===== config.mk =====
export PLATFORM = sky130hd
export DESIGN_NAME = bcd_seg7_scan
export DESIGN_NICKNAME = d
export VERILOG_FILES = /design/src/rtl/bcd_seg7_pkg.sv /design/src/rtl/bcd_to_seg7.sv /design/src/rtl/bcd_seg7_scan.sv
export SDC_FILE = /design/constraint.sdc
export NUM_CORES = 1
export LEC_CHECK = 0
export CELL_PAD_IN_SITES_DETAIL_PLACEMENT = 1
export CELL_PAD_IN_SITES_GLOBAL_PLACEMENT = 2
export CORE_MARGIN = 4
export CORE_UTILIZATION = 35
export DETAILED_ROUTE_END_ITERATION = 10
export GPL_TIMING_DRIVEN = 0
export PLACE_DENSITY = 0.92
export SLEW_MARGIN = 20
export SYNTH_ARGS = -nofsm -noshare
export SYNTH_HDL_FRONTEND = slang
export SYNTH_SLANG_ARGS = --single-unit

===== constraint.sdc =====
create_clock -name clk -period 3.4 [get_ports clk]
set_input_delay 0.68 -clock clk [delete_from_list [all_inputs] [get_ports clk]]
set_output_delay 0.68 -clock clk [all_outputs]
set_load 0.05 [all_outputs]

===== src/rtl/bcd_seg7_pkg.sv =====
// Shared types and constants for the 3-digit BCD seven-segment scanner.
// Contents: digit slot enum, active-low segment patterns {g,f,e,d,c,b,a},
//           and a helper that sizes the refresh counter from REFRESH_DIV.
package bcd_seg7_pkg;

    typedef enum logic [1:0] {
        DIG0 = 2'd0,    // units
        DIG1 = 2'd1,    // tens
        DIG2 = 2'd2     // hundreds (adder carry)
    } digit_t;

    // Active-low patterns, bit order {g,f,e,d,c,b,a}
    localparam logic [6:0] SEG_0     = 7'h40;
    localparam logic [6:0] SEG_1     = 7'h79;
    localparam logic [6:0] SEG_2     = 7'h24;
    localparam logic [6:0] SEG_3     = 7'h30;
    localparam logic [6:0] SEG_4     = 7'h19;
    localparam logic [6:0] SEG_5     = 7'h12;
    localparam logic [6:0] SEG_6     = 7'h02;
    localparam logic [6:0] SEG_7     = 7'h78;
    localparam logic [6:0] SEG_8     = 7'h00;
    localparam logic [6:0] SEG_9     = 7'h10;
    localparam logic [6:0] SEG_E     = 7'h06;
    localparam logic [6:0] SEG_BLANK = 7'h7F;

    // Width of a counter that runs 0..div-1 (div >= 2)
    function automatic int cnt_width(input int div);
        return $clog2(div);
    endfunction

endpackage


===== src/rtl/bcd_to_seg7.sv =====
// Combinational nibble to active-low seven-segment decoder with blanking.
// Ports: nib (4-bit digit), blank (force all segments off), seg_n (7-bit {g..a}, active-low).
// Nibbles 10..15 decode to 'E' so a corrupt result is visible on the display.
module bcd_to_seg7
    import bcd_seg7_pkg::*;
(
    input  logic [3:0] nib,
    input  logic       blank,
    output logic [6:0] seg_n
);

    always_comb begin
        seg_n = SEG_E;
        if (blank) begin
            seg_n = SEG_BLANK;
        end else begin
            case (nib)
                4'd0:    seg_n = SEG_0;
                4'd1:    seg_n = SEG_1;
                4'd2:    seg_n = SEG_2;
                4'd3:    seg_n = SEG_3;
                4'd4:    seg_n = SEG_4;
                4'd5:    seg_n = SEG_5;
                4'd6:    seg_n = SEG_6;
                4'd7:    seg_n = SEG_7;
                4'd8:    seg_n = SEG_8;
                4'd9:    seg_n = SEG_9;
                default: seg_n = SEG_E;
            endcase
        end
    end

endmodule


===== src/rtl/bcd_seg7_scan.sv =====
// 3-digit multiplexed seven-segment driver for {carry, tens, units} packed-BCD results.
// Ports: clk, rst_n (sync, active-low), in_valid/in_ready/in_sum/in_cout input handshake,
//        seg_n/an_n (active-low segments / digit enables), err (displayed value has a nibble > 9).
// Results are double-buffered (pending -> display) and committed only at frame boundaries,
// so a frame never mixes digits of two results. in_ready is low while a result is pending.
// Optional macro BCD_LZB_EN: leading-zero blanking of the hundreds and tens digits.
module bcd_seg7_scan
    import bcd_seg7_pkg::*;
#(
    parameter int REFRESH_DIV = 1000
) (
    input  logic       clk,
    input  logic       rst_n,
    input  logic       in_valid,
    output logic       in_ready,
    input  logic [7:0] in_sum,
    input  logic       in_cout,
    output logic [6:0] seg_n,
    output logic [2:0] an_n,
    output logic       err
);

    localparam int            CW       = cnt_width(REFRESH_DIV);
    localparam logic [CW-1:0] CNT_LAST = CW'(REFRESH_DIV - 1);

    logic [8:0]    disp_q;
    logic [8:0]    pend_q;
    logic          pend_v;
    digit_t        digit;
    logic [CW-1:0] cnt;

    logic [3:0]    nib;
    logic          blank;
    logic [6:0]    seg_dec;
    logic [2:0]    an_nxt;
    logic          err_nxt;
    logic          slot_end;
    logic          commit;
    logic          accept;

    assign in_ready = !pend_v;
    assign accept   = in_valid && in_ready;
    assign slot_end = (cnt == CNT_LAST);
    // Last cycle of the hundreds slot is the frame boundary
    assign commit   = slot_end && (digit == DIG2) && pend_v;
    assign err_nxt  = (disp_q[7:4] > 4'd9) || (disp_q[3:0] > 4'd9);

    // Digit source mux and optional leading-zero blanking
    always_comb begin
        nib   = disp_q[3:0];
        blank = 1'b0;
        case (digit)
            DIG1:    nib = disp_q[7:4];
            DIG2:    nib = {3'b000, disp_q[8]};
            default: nib = disp_q[3:0];
        endcase
`ifdef BCD_LZB_EN
        blank = ((digit == DIG2) && !disp_q[8]) ||
                ((digit == DIG1) && !disp_q[8] && (disp_q[7:4] == 4'd0));
`else
        blank = 1'b0;
`endif
    end

    // First cycle of every slot is dark to hide segment ghosting during the switch
    always_comb begin
        an_nxt = 3'b111;
        if (cnt != '0) begin
            case (digit)
                DIG0:    an_nxt = 3'b110;
                DIG1:    an_nxt = 3'b101;
                DIG2:    an_nxt = 3'b011;
                default: an_nxt = 3'b111;
            endcase
        end
    end

    bcd_to_seg7 u_dec (
        .nib   (nib),
        .blank (blank),
        .seg_n (seg_dec)
    );

    always_ff @(posedge clk) begin
        if (!rst_n) begin
            disp_q <= '0;
            pend_q <= '0;
            pend_v <= 1'b0;
            digit  <= DIG0;
            cnt    <= '0;
            seg_n  <= SEG_BLANK;
            an_n   <= 3'b111;
            err    <= 1'b0;
        end else begin
            if (slot_end) begin
                cnt <= '0;
                case (digit)
                    DIG0:    digit <= DIG1;
                    DIG1:    digit <= DIG2;
                    default: digit <= DIG0;
                endcase
            end else begin
                cnt <= cnt + CW'(1);
            end

            // accept needs pend_v=0 and commit needs pend_v=1: never both
            if (commit) begin
                disp_q <= pend_q;
                pend_v <= 1'b0;
            end
            if (accept) begin
                pend_q <= {in_cout, in_sum};
                pend_v <= 1'b1;
            end

            // Outputs lag the scan state by one cycle
            seg_n <= seg_dec;
            an_n  <= an_nxt;
            err   <= err_nxt;
        end
    end

endmodule


# Word level (Yosys, flattened, before mapping)
# Memory sizes are Yosys's and may differ from the RTL's. A register that Yosys moved wholly into a read port is not among the register bits.
# Cells that the tools add are included.
word_totals:
  register_bits: 35
  romBits: 112
  in_bits: 12
  out_inout_bits: 12
  word_cells: 31
  n_memories: 1
mem_list:
  columns: ["memory", "words", "width", "read_ports", "rd_clocked_by_memory_dff", "write_ports", "line_no", "text"]
  rows:
  - ["(no name shown)", 16, 7, 1, 1, 0, "bcd_to_seg7.sv:17", "case (nib)"]
classes:
  addsub: 1
  magnitude_cmp: 2
  eq_ne: 3
  muxes: 5
  n_bitwise: 1
  n_reduce_logical: 11
op_table:
  columns: ["operator", "n"]
  rows:
  - ["adder 10 x 1 -> 10 bit, second input constant", 1]
  - ["== test 10 bit, second input constant", 1]
  - ["nonzero test 10 bit", 1]
  - ["one-hot mux 3 bit (3 select lines)", 1]
  - ["> comparator 4 bit, second input constant", 2]
  - ["one-hot mux 4 bit (2 select lines)", 1]
  - ["one-hot mux 2 bit (2 select lines)", 1]
  - ["logical AND 1 bit", 3]
  - ["== test 2 x 1 -> 1 bit, second input constant", 1]
  - ["== test 2 bit, second input constant", 1]
  - ["logical NOT 1 bit", 2]
  - ["logical NOT 2 bit", 1]
  - ["2-to-1 mux 1 bit", 2]
  - ["AND reduction 2 bit", 1]
  - ["nonzero test 2 bit", 1]
  - ["OR reduction 2 bit", 1]
  - ["logical OR 1 bit", 1]
  - ["inverter 1 bit", 1]

# Logic depth before layout (Yosys ltp)
# Gate-level depths: netlist (run 1).
logic_depth:
  ltp_word: 5
  ltp_mapped: 11
  depth_no_buf: 10

# Hierarchy
# A second synthesis (run 1) with hierarchy kept.
unflattened:
  cells_unflattened: 231
  hier_area_um2: 1985.7
by_module_without_submodules:
  columns: ["module", "n_inst", "cells_each", "area_each_um2", "seq_area_each_um2"]
  rows:
  - ["bcd_seg7_scan", 1, 199, 1761.7, 840.8]
  - ["bcd_to_seg7", 1, 32, 224.0, 0.0]

# Worst setup path after synthesis (run 1)
# OpenSTA, ideal clock, no wires.
synth_path:
  path_kind: "register -> register"
  startpoint: "register digit[0]"
  endpoint: "register seg_n[4]"
  arrival_time_ns: 2.032
  path_slack_ns: 1.246
  path_stages_with_launch: 11
  path_buffers: 1
  synth_period_minus_slack_ns: 2.154
  path_cell_list: "dfxtp_1 -> inv_1 -> ha_1 -> buf_1 -> nand3_1 -> o21a_1 -> inv_1 -> ha_1 -> a21o_1 -> a22oi_1 -> a221o_1"
synth_via:
  elab_chain_cells: 2
  word_cells_on_any_way: 3
  classes_between: "2 x eq/ne; 1 x mux"
synth_lines:
  columns: ["element", "line_no", "text"]
  rows:
  - ["start: declaration", "bcd_seg7_scan.sv:29", "digit_t digit;"]
  - ["start signal: assignment", "bcd_seg7_scan.sv:89", "digit <= DIG0;"]
  - ["start signal: assignment", "bcd_seg7_scan.sv:98", "DIG0: digit <= DIG1;"]
  - ["start signal: assignment", "bcd_seg7_scan.sv:99", "DIG1: digit <= DIG2;"]
  - ["== test 2 bit or == test 2 x 1 -> 1 bit (tied branches)", "bcd_seg7_scan.sv:52", "case (digit)"]
  - ["one-hot mux 4 bit (2 select lines) *", "bcd_seg7_scan.sv:52", null]
  - ["end: declaration", "bcd_seg7_scan.sv:18", "output logic [6:0] seg_n,"]
# Mark *: on every way between the ends. The rest lies on a longest branch, timed or not.
# A chain may end at the register's enable or synchronous reset.

# Worst setup path in the final report (run 1)
# Same ends and word-level chain as after synthesis.

==> results of run 1 <==
-- registers in the layout, summed over array words and instances (netlist names) --
register,cells
err,1
disp_q,9
seg_n,7
digit,2
cnt,10
an_n,3
pend_v,1
pend_q,9
-- synthesized netlist by cell type (all sizes together) --
cell type,number
a21boi,9
a21o,1
a21oi,3
a221o,1
a22oi,2
a31oi,3
and2,2
and3,1
buf,3
clkbuf,7
dfxtp,42
ha,12
inv,10
mux2i,3
nand2,41
nand3,17
nand4,1
nand4b,1
nand4bb,1
nor2,17
nor2b,2
nor3,2
nor4b,1
o211a,1
o21a,1
o21ai,20
o31ai,3
or3,1
or4,1
xnor2,6
xor2,2
-- placed cells by master, fill, tap and decap left out, types with 6 or more instances in the layout --
cell             Yosys  layout
o21ai_2              9       9
ha_1                12      12
clkbuf_1             7       7
nand2_1             41      41
nand3_1             17      17
dfxtp_1             42      42
a21boi_0             9       9
nor2_1              17      17
o21ai_0             10      10
clkbuf_8             0       8
inv_1               10      10
xnor2_1              6       6
clkdlybuf4s50_1      0      22
-- per-layer routing --
| layer | GRT usage | share of wire | up-vias |
|---|---|---|---|
| met5 | 0 | 0 | - |
| met4 | 0.0781 | 0.024 | 0 |
| met3 | 0.0307 | 0.041 | 9 |
| met2 | 0.230 | 0.46 | 27 |
| met1 | 0.177 | 0.47 | 713 |
| li1 | - | - | 789 |
-- logic make-up (layout without fill, tap and decap cells) --
| group | after synthesis | in the layout | synth area share |
|---|---|---|---|
| simple gates | 88 | 88 | 0.209 |
| compound gates | 44 | 44 | 0.165 |
| flops | 42 | 42 | 0.442 |
| buf+inv | 20 | 50 | 0.0520 |
| fa+ha+maj | 12 | 12 | 0.0789 |
| xor+xnor | 8 | 8 | 0.0368 |
| mux | 3 | 3 | 0.0158 |
-- area by class of cell --
class	instances	area, um2	share of cell area
buffer	10	61.3	0.0264
clock buffer	8	110	0.0475
sequential	42	841	0.362
multi-input combinational	155	962	0.415
inverter	10	37.5	0.0162
tap	70	87.6	0.0378
timing repair buffer	22	220	0.0949
-- worst max-delay path: cells and delay by family (launching register included) --
| family | cells | cell delay (ns) |
|---|---|---|
| fa+ha+maj | 2 | 0.59 |
| simple gates | 1 | 0.07 |
| buf+inv | 3 | 0.58 |
| flops | 1 | 0.38 |
| compound gates | 4 | 0.89 |
-- final timing paths --
check,start,to,slack [ns]
max,digit[0]$_SDFFE_PN0N_,seg_n[4]$_SDFF_PN1_,0.84
min,pend_q[0]$_SDFFE_PN0P_,disp_q[0]$_SDFFE_PN0P_,0.46
max reg2reg,digit[0]$_SDFFE_PN0N_,seg_n[4]$_SDFF_PN1_,0.84
min reg2reg,pend_q[0]$_SDFFE_PN0P_,disp_q[0]$_SDFFE_PN0P_,0.46
-- metrics by stage --
stage / worst slack [ns] / instances / hold slack [ns]
global route: 0.589 / 317 / 0.483
global placement: 0.933 / 309 / 0.448
detailed placement: 0.876 / 309 / 0.454
floorplan: 1.25 / 217 / 0.430
finish: 0.836 / 317 / 0.461
CTS: 0.839 / 317 / 0.464
-- power by group through the flow --
stage               registers (mW)  logic [mW]  clock network [mW]
floorplan                    0.542      0.0350                   0
global placement             0.526      0.0851                   0
detailed placement           0.527      0.0868                   0
CTS                          0.515      0.0873               0.387
global route                 0.517      0.0945               0.400
finish                       0.515      0.0859               0.379
==> impl_metrics.yaml, run 1 <==
power:
  p_sw_frac: 0.239
  irDropWorstVdd_v: 0.000151
  share_comb_of_total_power: 0.088
  clockPowerShare: 0.387
  p_leak_nw: 0.877
  seq_power_share: 0.525
  finalPower_uw: 980
  powerDensity_mw_per_mm2: 423
  netSwitchingPower_uw: 235
  internal_power_uw: 746
floorplanning:
  initial_utilization: 0.368
  die_y_um: 81.7
  core_area_mm2: 0.00517
  std_cell_rows: 26
  overall_die_area_mm2: 0.00668
  ioPinCount: 24
  die_x_um: 81.7
finish:
  layout.filler_cells: 613
  final_nets: 270
  share_of_final_layout_standard_cells_stronger_than_drive_strength_1: 0.0891
  final_core_util: 0.448
  synth_to_final_area_change_pct: 22.0
  finalInstanceArea_mm2: 0.00232
  antenna_cells: 0
worst_setup_path:
  worstPathCellList: "inv_1 -> ha_1 -> buf_1 -> nor2_1 -> a21oi_1 -> inv_1 -> ha_1 -> a21o_1 -> a22oi_1 -> a221o_1"
  critPathSlowestCell: "dfxtp_1"
  critical_path.max_stage_delay_ns: 0.38
  arrival_time_of_the_worst_setup_path_ns: 2.81
  cp-start-kind: "register"
  worst_setup_path_end_kind: "register"
  worstRegToRegCells: 10
  criticalPathCategory: "register to register"
  worst_ep_required_time_ns: 3.65
  crit_path_max_fanout: 10
sta:
  maxClockFrequency_mhz: 390
  final_worst_path_period_need_ns: 2.56
  hold_violations: 0
  clock_skew_after_layout_ns: 0.00694
  max_slew.worst_pin.slew_ns: 0.514
  setup_viol_count_final: 0
  rsz0062_at_grt: "false"
  final.setup.tns_ns: 0
  max-slew-margin-rel: 0.657
  finalMaxSlewViolations: 0
  timing.final.crit_share: 0.754
cts:
  cts_htree_levels: 2
  cts.sink_count: 42
  ctsHoldBuffers: 0
  cts_made_buffers: 5
  clock_tree.buffer_depth: 2
  cts.reportedPaths.clkPinSlew_ns: 0.08
  tritoncts_clock_tree: "yes"
  postCtsSetupRepairBufs: 0
  cts-root-buf: "clkbuf_8"
  cts_repair_resize_count: 0
  worst_skew_pair.late_latency_ns: 0.30
synthesis:
  ys_warn_count: 0
  syn-instance-count: 217
  synth_fp_nets: 241
  synth_area_per_cell_um2: 8.76
  syn_area_mm2: 0.00190
  synth.top_cell.area_share: 0.442
  largest_cells_by_area_after_synthesis: "dfxtp_1 (44%), nand2_1 (8.1%), ha_1 (7.9%)"
  synth_seq_cells: 42
  synthDominantAreaCellType: "dfxtp_1"
  synth.lib_cells_used.distinct: 36
  synth-seq-area-share: 0.442
hold_path:
  hold_depth: 2
  worstHoldPathType: "register to register"
placed_design:
  dp_hpwl_um: 3130
  place_congestion: 0.767
  portBuffers: 22
  placedInstanceArea_mm2: 0.00221
drt:
  detail_route.vias_per_cell: 4.85
  drc: 0
  route.vias.total: 1538
  drt-pass1-iter-count: 4
  wirelength_um: 4200
  postRouteAntennaNets: 0
  initialDrtViolationCount: 55
  post_drt_wl_per_cell_um: 13.2
global_routing:
  largest_net_degree_at_the_start_of_global_routing: 13
  grt_first_pass_wirelength_um: 7270
  grt_pass1_vias: 1564
  gr-total-overflow: 0
  antenna_found_initial: 0
  grt_usage: 0.143
flow_run:
  drv_cap: 0
outcome:
  outcome: "finished clean"
Power figures use the tool's default switching activity.
==> run 2, diff against run 1 <==
- CORE_UTILIZATION: 35 -> 33
- PLACE_DENSITY: 0.92 -> 0.88
- clock period: 3.4 -> 2.37 ns (I/O delays scaled with it)
==> run 2 against run 1 <==
Global-route usage shrank 1.8 points. Sequential power grew 43%. Critical path depth unchanged. Largest cell class unchanged.
==> impl_metrics.yaml, run 2 (synthesis gave the netlist of run 1 again) <==
cts:
  cts_htree_levels: 2
  cts.reportedPaths.clkPinSlew_ns: 0.09
  clock_tree.buffer_depth: 2
  cts.sink_count: 42
  worst_skew_pair.late_latency_ns: 0.30
  tritoncts_clock_tree: "yes"
  cts-root-buf: "clkbuf_8"
  cts_made_buffers: 5
drt:
  post_drt_wl_per_cell_um: 12.5
  postRouteAntennaNets: 0
  wirelength_um: 3950
  route.vias.total: 1501
  drt-pass1-iter-count: 4
  detail_route.vias_per_cell: 4.74
  drc: 0
  initialDrtViolationCount: 56
worst_setup_path:
  arrival_time_of_the_worst_setup_path_ns: 2.34
  crit-reg2reg-capture: "seg_n[4]$_SDFF_PN1_"
  crit_path_max_fanout: 12
  critical_path.max_stage_delay_ns: 0.40
  crit_buf_inv: 2
  path_delay_family: "compound AO/OA/AOI/OAI gates"
  worst_setup_path_end_kind: "register"
  worstRegToRegCells: 10
  cp-start-kind: "register"
  setup_crit_end: "seg_n[4]$_SDFF_PN1_"
  worstPathCellList: "inv_1 -> ha_4 -> nand3_1 -> o21a_1 -> inv_1 -> ha_1 -> nand2_1 -> o21ai_0 -> o31ai_1 -> a221o_1"
  r2r-start: "digit[0]$_SDFFE_PN0N_"
  criticalPathCategory: "register to register"
  critical_path_depth: 10
  worst_setup_path_start: "digit[0]$_SDFFE_PN0N_"
  critPathSlowestCell: "dfxtp_1"
  worst_ep_required_time_ns: 2.55
  regToRegSetupSlack_ns: 0.21
  timing.critical_path.mode_cell: "inv_1"
floorplanning:
  die_x_um: 83.9
  ioPinCount: 24
  die_y_um: 83.9
  core_area_mm2: 0.00554
  overall_die_area_mm2: 0.00704
  std_cell_rows: 27
  initial_utilization: 0.343
sta:
  final.setup.tns_ns: 0
  final_worst_path_period_need_ns: 2.16
  hold_violations: 0
  max-slew-margin-rel: 0.663
  max_slew.worst_pin.slew_ns: 0.504
  finalMaxSlewViolations: 0
  timing.final.crit_share: 0.913
  clock_skew_after_layout_ns: 0.00885
  maxClockFrequency_mhz: 462
  setup_viol_count_final: 0
  rsz0062_at_grt: "false"
placed_design:
  dp_hpwl_um: 2980
  portBuffers: 22
  place_congestion: 0.821
flow_run:
  drv_cap: 0
hold_path:
  worstHoldPathType: "register to register"
  hold_depth: 2
power:
  p_leak_nw: 0.867
  share_comb_of_total_power: 0.086
  seq_power_share: 0.519
  finalPower_mw: 1.42
  internal_power_mw: 1.09
  powerDensity_mw_per_mm2: 609
  netSwitchingPower_uw: 334
  irDropWorstVdd_v: 0.000214
  p_sw_frac: 0.235
  clockPowerShare: 0.395
finish:
  regMostFlops: "cnt"
  share_of_final_layout_standard_cells_stronger_than_drive_strength_1: 0.102
  layout.cells.most_common: "dfxtp_1"
  largest_register_ff_count: 10
  final_nets: 268
  reg.largest.list: "cnt x10, disp_q x9, pend_q x9"
  synth_to_final_area_change_pct: 22.9
  antenna_cells: 0
  layout.filler_cells: 674
  final_cell_mix: "dfxtp_1 (42), nand2_1 (41), clkdlybuf4s50_1 (22), nand3_1 (17), nor2_1 (17)"
global_routing:
  antenna_found_initial: 0
  grt_usage: 0.125
  grt_pass1_vias: 1544
  grt_first_pass_wirelength_um: 7160
  gr-total-overflow: 0
  largest_net_degree_at_the_start_of_global_routing: 15
outcome:
  outcome: "finished clean"
-- run 2: worst reg2reg max path, stage by stage (launching register included) --
cell     delay (ns)
dfxtp_1        0.40
inv_1          0.13
ha_4           0.36
nand3_1        0.09
o21a_1         0.18
inv_1          0.13
ha_1           0.23
nand2_1        0.06
o21ai_0        0.10
o31ai_1        0.09
a221o_1        0.28
-- run 2: area by class of cell --
cell class | count | area [um2] | area share
buffer | 8 | 53.8 | 0.0230
clock buffer | 5 | 68.8 | 0.0294
clock inverter | 3 | 45.0 | 0.0193
inverter | 10 | 37.5 | 0.0161
multi-input combinational | 155 | 981 | 0.420
sequential | 42 | 841 | 0.360
tap | 72 | 90.1 | 0.0385
timing repair buffer | 22 | 220 | 0.0942
-- run 2: per-layer routing --
layer / vias up / global-route usage / part of all wire
met5: - / 0 / 0
met2: 25 / 0.198 / 0.44
li1: 785 / - / -
met1: 683 / 0.160 / 0.50
met3: 8 / 0.0296 / 0.042
met4: 0 / 0.0570 / 0.022
-- run 2: repair_timing --
item | CTS | global route
setup endpoints to repair | 1 | 1
hold buffers | 0 | 0
hold endpoints to repair | 0 | 0
resized for setup | 1 | 3
setup buffers | 0 | 0
-- run 2: power by group through the flow --
stage	Sequential, mW	Combinational [mW]	Clock [mW]
global route	0.742	0.135	0.617
CTS	0.738	0.124	0.579
global placement	0.754	0.122	0
detailed placement	0.755	0.124	0
finish	0.738	0.122	0.562
floorplan	0.778	0.0502	0
-- run 2: worst min path at each step --
| stage | from | to | slack, ns |
|---|---|---|---|
| floorplan | cnt[0]$_SDFF_PP0_ | cnt[0]$_SDFF_PP0_ | 0.43 |
| global placement | cnt[0]$_SDFF_PP0_ | cnt[0]$_SDFF_PP0_ | 0.45 |
| detailed placement | pend_q[2]$_SDFFE_PN0P_ | disp_q[2]$_SDFFE_PN0P_ | 0.46 |
| CTS | pend_q[0]$_SDFFE_PN0P_ | disp_q[0]$_SDFFE_PN0P_ | 0.46 |
| global route | pend_q[4]$_SDFFE_PN0P_ | disp_q[4]$_SDFFE_PN0P_ | 0.49 |
| finish | pend_q[0]$_SDFFE_PN0P_ | disp_q[0]$_SDFFE_PN0P_ | 0.46 |
-- run 2: metrics by stage --
stage | std cells | area, um2 | setup WS (ns) | hold WS (ns) | util
after floorplan | 217 | 1900 | 0.216 | 0.430 | -
after global placement | 311 | 2210 | -0.111 | 0.448 | 0.399
after detailed placement | 311 | 2210 | -0.145 | 0.455 | 0.399
after CTS | 317 | 2320 | 0.0670 | 0.460 | 0.419
after global routing | 317 | 2340 | 0.0541 | 0.488 | 0.422
final | 317 | 2340 | 0.206 | 0.455 | 0.422
